<file path="src/rtl/tbb_sched_pkg.sv">
// Shared types and constants for the TBB1143 nibble-bus write scheduler.
package tbb_sched_pkg;

    localparam int unsigned NIB_W = 4;

    // A0 selects address latch (0) or data register (1) on the sound core
    localparam logic A0_ADDR = 1'b0;
    localparam logic A0_DATA = 1'b1;

    typedef enum logic [2:0] {
        StIdle,
        StAdrSetup,
        StAdrStrobe,
        StAdrHold,
        StDatSetup,
        StDatStrobe,
        StDatHold
    } sched_state_e;

    function automatic int unsigned max3(input int unsigned a, input int unsigned b,
                                         input int unsigned c);
        int unsigned m;
        m = (a > b) ? a : b;
        return (m > c) ? m : c;
    endfunction

endpackage

</file>
<file path="src/rtl/tbb_rr_arbiter.sv">
// Round-robin arbiter: the search starts one past the last winner and wraps modulo NREQ.
module tbb_rr_arbiter
    import tbb_sched_pkg::*;
#(
    parameter int unsigned NREQ = 2
) (
    input  logic [NREQ-1:0] req_i,
    input  logic [2:0]      ptr_i,
    output logic [NREQ-1:0] grant_o,
    output logic [2:0]      idx_o,
    output logic            any_o
);

    // Walk offsets from farthest to nearest so the nearest valid requester wins last
    always_comb begin
        grant_o = '0;
        idx_o   = '0;
        for (int unsigned k = NREQ; k >= 1; k--) begin
            for (int unsigned i = 0; i < NREQ; i++) begin
                if (req_i[i] && (((32'(ptr_i) + k) % NREQ) == i)) begin
                    grant_o    = '0;
                    grant_o[i] = 1'b1;
                    idx_o      = 3'(i);
                end
            end
        end
        any_o = |req_i;
    end

endmodule

</file>
<file path="src/rtl/tbb_write_sched.sv">
// Write scheduler for the TBB1143 nibble bus. Each accepted request becomes an address
// phase (A0=0) followed by a data phase (A0=1), each with setup / strobe / hold timing.
// Bus outputs are registered from the state register, so they trail the FSM by one cycle.
// Optional feature: define TBB_SCHED_ADDR_CACHE_EN to skip the address phase when the
// accepted address matches the last one written to the core.
module tbb_write_sched
    import tbb_sched_pkg::*;
#(
    parameter int unsigned NREQ          = 2,
    parameter int unsigned SETUP_CYCLES  = 1,
    parameter int unsigned STROBE_CYCLES = 2,
    parameter int unsigned HOLD_CYCLES   = 1
) (
    input  logic                  CLK,
    input  logic                  RST,
    input  logic [NREQ-1:0]       REQ_VALID,
    input  logic [NIB_W*NREQ-1:0] REQ_ADDR,
    input  logic [NIB_W*NREQ-1:0] REQ_DATA,
    output logic [NREQ-1:0]       REQ_READY,
    output logic [NIB_W-1:0]      BUS_D,
    output logic                  BUS_A0,
    output logic                  BUS_WR,
    output logic                  BUSY,
    output logic [2:0]            GRANT_ID
);

    localparam int unsigned MaxCyc = max3(SETUP_CYCLES, STROBE_CYCLES, HOLD_CYCLES);
    localparam int unsigned CntW   = $clog2(MaxCyc + 1);

    // Counters load N-1 on entry and the state exits when they reach zero
    localparam logic [CntW-1:0] SetupLoad  = CntW'(SETUP_CYCLES - 1);
    localparam logic [CntW-1:0] StrobeLoad = CntW'(STROBE_CYCLES - 1);
    localparam logic [CntW-1:0] HoldLoad   = CntW'(HOLD_CYCLES - 1);

    sched_state_e     state_q;
    logic [CntW-1:0]  cnt_q;
    logic [CntW-1:0]  cnt_dec;
    logic             cnt_done;
    logic [NIB_W-1:0] addr_q;
    logic [NIB_W-1:0] data_q;
    logic [2:0]       ptr_q;

    logic [NREQ-1:0]  arb_grant;
    logic [2:0]       arb_idx;
    logic             arb_any;
    logic             accept;
    logic             cache_hit;
    logic [NIB_W-1:0] sel_addr;
    logic [NIB_W-1:0] sel_data;

    tbb_rr_arbiter #(
        .NREQ (NREQ)
    ) u_arb (
        .req_i   (REQ_VALID),
        .ptr_i   (ptr_q),
        .grant_o (arb_grant),
        .idx_o   (arb_idx),
        .any_o   (arb_any)
    );

    assign cnt_done = (cnt_q == '0);
    assign cnt_dec  = cnt_q - CntW'(1);
    assign accept   = (state_q == StIdle) && arb_any;

    // READY is gated by reset so every output reads zero while RST is low
    always_comb begin
        REQ_READY = '0;
        if ((state_q == StIdle) && RST) begin
            REQ_READY = arb_grant;
        end
    end

    // Pick the winning requester's operands out of the packed input buses
    always_comb begin
        sel_addr = '0;
        sel_data = '0;
        for (int unsigned i = 0; i < NREQ; i++) begin
            if (arb_grant[i]) begin
                sel_addr = REQ_ADDR[NIB_W*i +: NIB_W];
                sel_data = REQ_DATA[NIB_W*i +: NIB_W];
            end
        end
    end

`ifdef TBB_SCHED_ADDR_CACHE_EN
    logic [NIB_W-1:0] cache_addr_q;
    logic             cache_vld_q;

    assign cache_hit = cache_vld_q && (sel_addr == cache_addr_q);

    // Remember the address once its strobe and hold have completed on the bus
    always_ff @(posedge CLK or negedge RST) begin
        if (!RST) begin
            cache_addr_q <= '0;
            cache_vld_q  <= 1'b0;
        end else if ((state_q == StAdrHold) && cnt_done) begin
            cache_addr_q <= addr_q;
            cache_vld_q  <= 1'b1;
        end
    end
`else
    assign cache_hit = 1'b0;
`endif

    // Sequencer: timed state walk, operand capture at accept, bus pins registered from state
    always_ff @(posedge CLK or negedge RST) begin
        if (!RST) begin
            state_q  <= StIdle;
            cnt_q    <= '0;
            addr_q   <= '0;
            data_q   <= '0;
            ptr_q    <= 3'(NREQ - 1);
            GRANT_ID <= '0;
            BUS_D    <= '0;
            BUS_A0   <= 1'b0;
            BUS_WR   <= 1'b0;
            BUSY     <= 1'b0;
        end else begin
            BUSY <= (state_q != StIdle);

            // D and A0 only change in setup states, never while WR is high
            unique case (state_q)
                StAdrSetup, StAdrStrobe, StAdrHold: begin
                    BUS_A0 <= A0_ADDR;
                    BUS_D  <= addr_q;
                    BUS_WR <= (state_q == StAdrStrobe);
                end
                StDatSetup, StDatStrobe, StDatHold: begin
                    BUS_A0 <= A0_DATA;
                    BUS_D  <= data_q;
                    BUS_WR <= (state_q == StDatStrobe);
                end
                default: begin
                    BUS_WR <= 1'b0;
                end
            endcase

            unique case (state_q)
                StIdle: begin
                    if (accept) begin
                        addr_q   <= sel_addr;
                        data_q   <= sel_data;
                        ptr_q    <= arb_idx;
                        GRANT_ID <= arb_idx;
                        cnt_q    <= SetupLoad;
                        state_q  <= cache_hit ? StDatSetup : StAdrSetup;
                    end
                end
                StAdrSetup: begin
                    if (cnt_done) begin
                        state_q <= StAdrStrobe;
                        cnt_q   <= StrobeLoad;
                    end else begin
                        cnt_q <= cnt_dec;
                    end
                end
                StAdrStrobe: begin
                    if (cnt_done) begin
                        state_q <= StAdrHold;
                        cnt_q   <= HoldLoad;
                    end else begin
                        cnt_q <= cnt_dec;
                    end
                end
                StAdrHold: begin
                    if (cnt_done) begin
                        state_q <= StDatSetup;
                        cnt_q   <= SetupLoad;
                    end else begin
                        cnt_q <= cnt_dec;
                    end
                end
                StDatSetup: begin
                    if (cnt_done) begin
                        state_q <= StDatStrobe;
                        cnt_q   <= StrobeLoad;
                    end else begin
                        cnt_q <= cnt_dec;
                    end
                end
                StDatStrobe: begin
                    if (cnt_done) begin
                        state_q <= StDatHold;
                        cnt_q   <= HoldLoad;
                    end else begin
                        cnt_q <= cnt_dec;
                    end
                end
                StDatHold: begin
                    if (cnt_done) begin
                        state_q <= StIdle;
                    end else begin
                        cnt_q <= cnt_dec;
                    end
                end
                default: begin
                    state_q <= StIdle;
                end
            endcase
        end
    end

endmodule
</file>
<file path="config.mk">
export PLATFORM = sky130hd
export DESIGN_NAME = tbb_write_sched
export DESIGN_NICKNAME = d
export VERILOG_FILES = /design/src/rtl/tbb_sched_pkg.sv /design/src/rtl/tbb_rr_arbiter.sv /design/src/rtl/tbb_write_sched.sv
export SDC_FILE = /design/constraint.sdc
export NUM_CORES = 1
export LEC_CHECK = 0
export BUFFER_PORTS_ARGS = -buffer_cell sky130_fd_sc_hd__buf_2
export CAP_MARGIN = 40
export CORE_UTILIZATION = 46
export CTS_CLUSTER_SIZE = 8
export DETAILED_ROUTE_END_ITERATION = 16
export PLACE_DENSITY = 0.83
export SYNTH_ARGS = -nofsm -noshare
export SYNTH_HDL_FRONTEND = slang
export SYNTH_SLANG_ARGS = --single-unit
</file>
<file path="constraint.sdc">
create_clock -name CLK -period 1.7 [get_ports CLK]
set_input_delay 0.17 -clock CLK [delete_from_list [all_inputs] [get_ports CLK]]
set_output_delay 0.17 -clock CLK [all_outputs]
set_load 0.005 [all_outputs]
</file>
==> impl_metrics.tcl <==
set metrics [dict create \
    drt_iter0_markers 32 \
    placed_area_sq_um 1430 \
    clock_sink_count 22 \
    syn_to_final_growth_pct 18.9 \
    antenna_found_initial 0 \
    fin_crit_sh_pct 96.2 \
    period_minus_slack_ps 1640 \
    final_cell_area_sq_um 1470 \
    h-tree-depth 1 \
    worst_ep_arrival_time_ps 1850 \
    place.gp.congestion 0.839 \
    io_buffers 29 \
    die_h_microns 53.9 \
    critPathMaxStageDelay_ps 420 \
    ys_ff_latch 22 \
    finalHoldViolCount 0 \
    nets 193 \
    worstSkewPairLatency_ps 320 \
    syn_area_per_cell_sq_um 9.12 \
    grt_max_degree 28 \
    netlist_area_sq_um 1240 \
    crit_buf_inv 2 \
    grt.overflow.total 0 \
    slew_violations 0 \
    slowest_stage "dfrtp_1" \
    dp_hpwl_mm 2.06 \
    crit_family "flip-flops" \
    grt_use_total_pct 21.1 \
    start_kind "flip-flop" \
    routed_wirelength_mm 2.70 \
    fillers 227 \
    ys.warnings.count 0 \
    vdd_drop_max_mv 1.07 \
    routedWlPerCell_microns 13.6 \
    maxSlewHeadroom_pct 56.7 \
    worstPathMaxFanout 6 \
    ys_seq_area_share_pct 44.5 \
    maxCapViolations 0 \
    drc 0 \
    clk_root_buffer_cell "clkbuf_4" \
    fin_tns_setup_ps 0 \
    num_vias 1131 \
    cp_data_required_time_ps 1910 \
    worstMarginPinSlew_ps 645 \
    die-area_sq_um 2910 \
    drive_gt1_share_pct 27.8 \
    critical_path_class "flip-flop to flip-flop" \
    fmax_mhz 612 \
    synth.distinct_cells 35 \
    end_kind "flip-flop" \
    cts_made_buffers 3 \
    cts_buffer_depth 2 \
    seq_area_sq_um 553 \
    powerDensity_nw_per_um2 1760 \
    vias_per_cell 5.68 \
    path_clk_slew_ps 130 \
    status "finished clean" \
    synth_cells 136 \
    multi_input_area_sq_um 594 \
    diodes 0 \
    antenna_left 0 \
    crit_chain "inv_1 -> ha_1 -> buf_4 -> mux2i_1 -> o22ai_1 -> a2bb2oi_1 -> mux2_1" \
    coreArea_sq_um 2520 \
    io_pins 32 \
    leakage_nw 0.734 \
    grt_pass1_vias 1027 \
    final-setup-viol-count 0 \
    cts_tree "yes" \
    row_count 18 \
    postCtsSetupBuffers 0 \
    initial_utilization_pct 49.2 \
    clock_skew_ps 9.45 \
    hold_class "primary input to flip-flop" \
    first_pass_iters 4 \
    die_w_microns 53.9 \
    rsz0062_at_grt "no" \
    grt_pass1_wl_mm 4.35 \
]
-- power breakdown --
group | switching, mW | leakage [nW] | internal, mW
sequential | 0.204 | 0.269 | 0.782
clock | 0.164 | 0.0210 | 0.131
combinational | 0.722 | 0.444 | 0.587
-- worst register-to-register path, delay by kind of cell (launching register included) --
| kind | cells | cell delay, ps |
|---|---|---|
| flops | 1 | 420 |
| mux | 2 | 420 |
| buf+inv | 2 | 250 |
| compound gates | 2 | 230 |
| fa+ha+maj | 1 | 220 |
-- cells in the mapped netlist (all sizes together) --
cell type,instances,area share (%)
a21o,2,1.2
a21oi,5,2.0
a22oi,12,7.3
a2bb2oi,1,0.71
and3,1,0.50
and4,1,0.71
buf,7,3.9
clkbuf,3,0.91
conb,1,0.30
dfrtp,21,42
dfstp,1,2.1
ha,3,3.0
inv,10,3.0
mux2,2,1.8
mux2i,2,1.6
nand2,26,7.9
nand2b,1,0.50
nand3,8,3.2
nor2,3,0.91
nor2b,1,0.50
nor3,1,1.3
nor3b,1,0.61
o2111a,1,0.91
o211a,1,0.81
o211ai,4,2.4
o21ai,13,5.2
o22ai,1,0.50
o2bb2ai,1,0.71
o32ai,1,2.2
o41ai,1,0.71
-- final timing paths --
path | start | slack (ps) | to | depth (start not counted)
min in group asynchronous | RST | 220 | BUS_D[3] | 2
hold / removal | REQ_ADDR[3] | 60 | addr_q[3] | 3
setup reg to reg | cnt_q[0] | 60 | cnt_q[0] | 7
max in group asynchronous | RST | 1000 | state_q[1] | 3
setup / recovery | cnt_q[0] | 60 | cnt_q[0] | 7
hold reg to reg | data_q[2] | 480 | data_q[2] | 2
-- repair_timing --
item	CTS	global route
resized for setup	0	1
setup endpoints to repair	0	1
hold endpoints to repair	8	0
hold buffers	1	0
-- through the flow --
step	setup WS (ps)	total power [mW]	hold slack, ps	util [%]	std cells
after floorplan	105	1.89	-126	-	137
after global placement	178	2.20	41.8	56.5	194
after detailed placement	92.1	2.29	43.3	56.5	194
after CTS	74.0	2.59	71.0	58.4	199
after global routing	11.8	2.81	72.4	58.4	199
final	64.9	2.59	63.8	58.4	199
-- flip-flops by register name, summed over array words and instances, names as in the netlist --
signal,flops
BUSY,1
data_q,4
BUS_WR,1
cnt_q,2
BUS_A0,1
GRANT_ID,1
addr_q,4
ptr_q,1
BUS_D,4
state_q,3
-- cells by family (layout without fill, tap and decap cells) --
logic type / Yosys count / in the layout / share of synthesized area [%]
compound gates: 43 / 43 / 24.7
simple gates: 43 / 43 / 16.1
flops: 22 / 22 / 44.5
buf+inv: 20 / 52 / 7.87
mux: 4 / 4 / 3.43
fa+ha+maj: 3 / 3 / 3.03
other cells: 1 / 2 / 0.302
-- metal layers --
layer | up-vias | track usage (%) | share of wire (%)
met5 | - | 0 | 0
met4 | 0 | 8.33 | 0.93
met3 | 3 | 4.24 | 6.6
met2 | 47 | 35.8 | 53
met1 | 537 | 26.0 | 40
li1 | 544 | - | -
-- cell usage in the layout, fill, tap and decap left out, types with 3 or more instances in the layout --
master / instances
inv_1: 9
buf_2: 29
a21oi_1: 5
nand2_1: 26
nand3_1: 8
nor2_1: 3
ha_1: 3
buf_4: 8
o211ai_1: 4
clkbuf_4: 3
a22oi_1: 12
dfrtp_1: 20
o21ai_0: 12
-- layout make-up --
cell class	count	share of cell area, %
well taps	30	2.55
multi-input cells	95	40.3
flip-flops and latches	22	37.5
repair buffers	38	14.6
clock buffers	4	2.46
inverters	10	2.55
(Power assumes the default switching activity.)
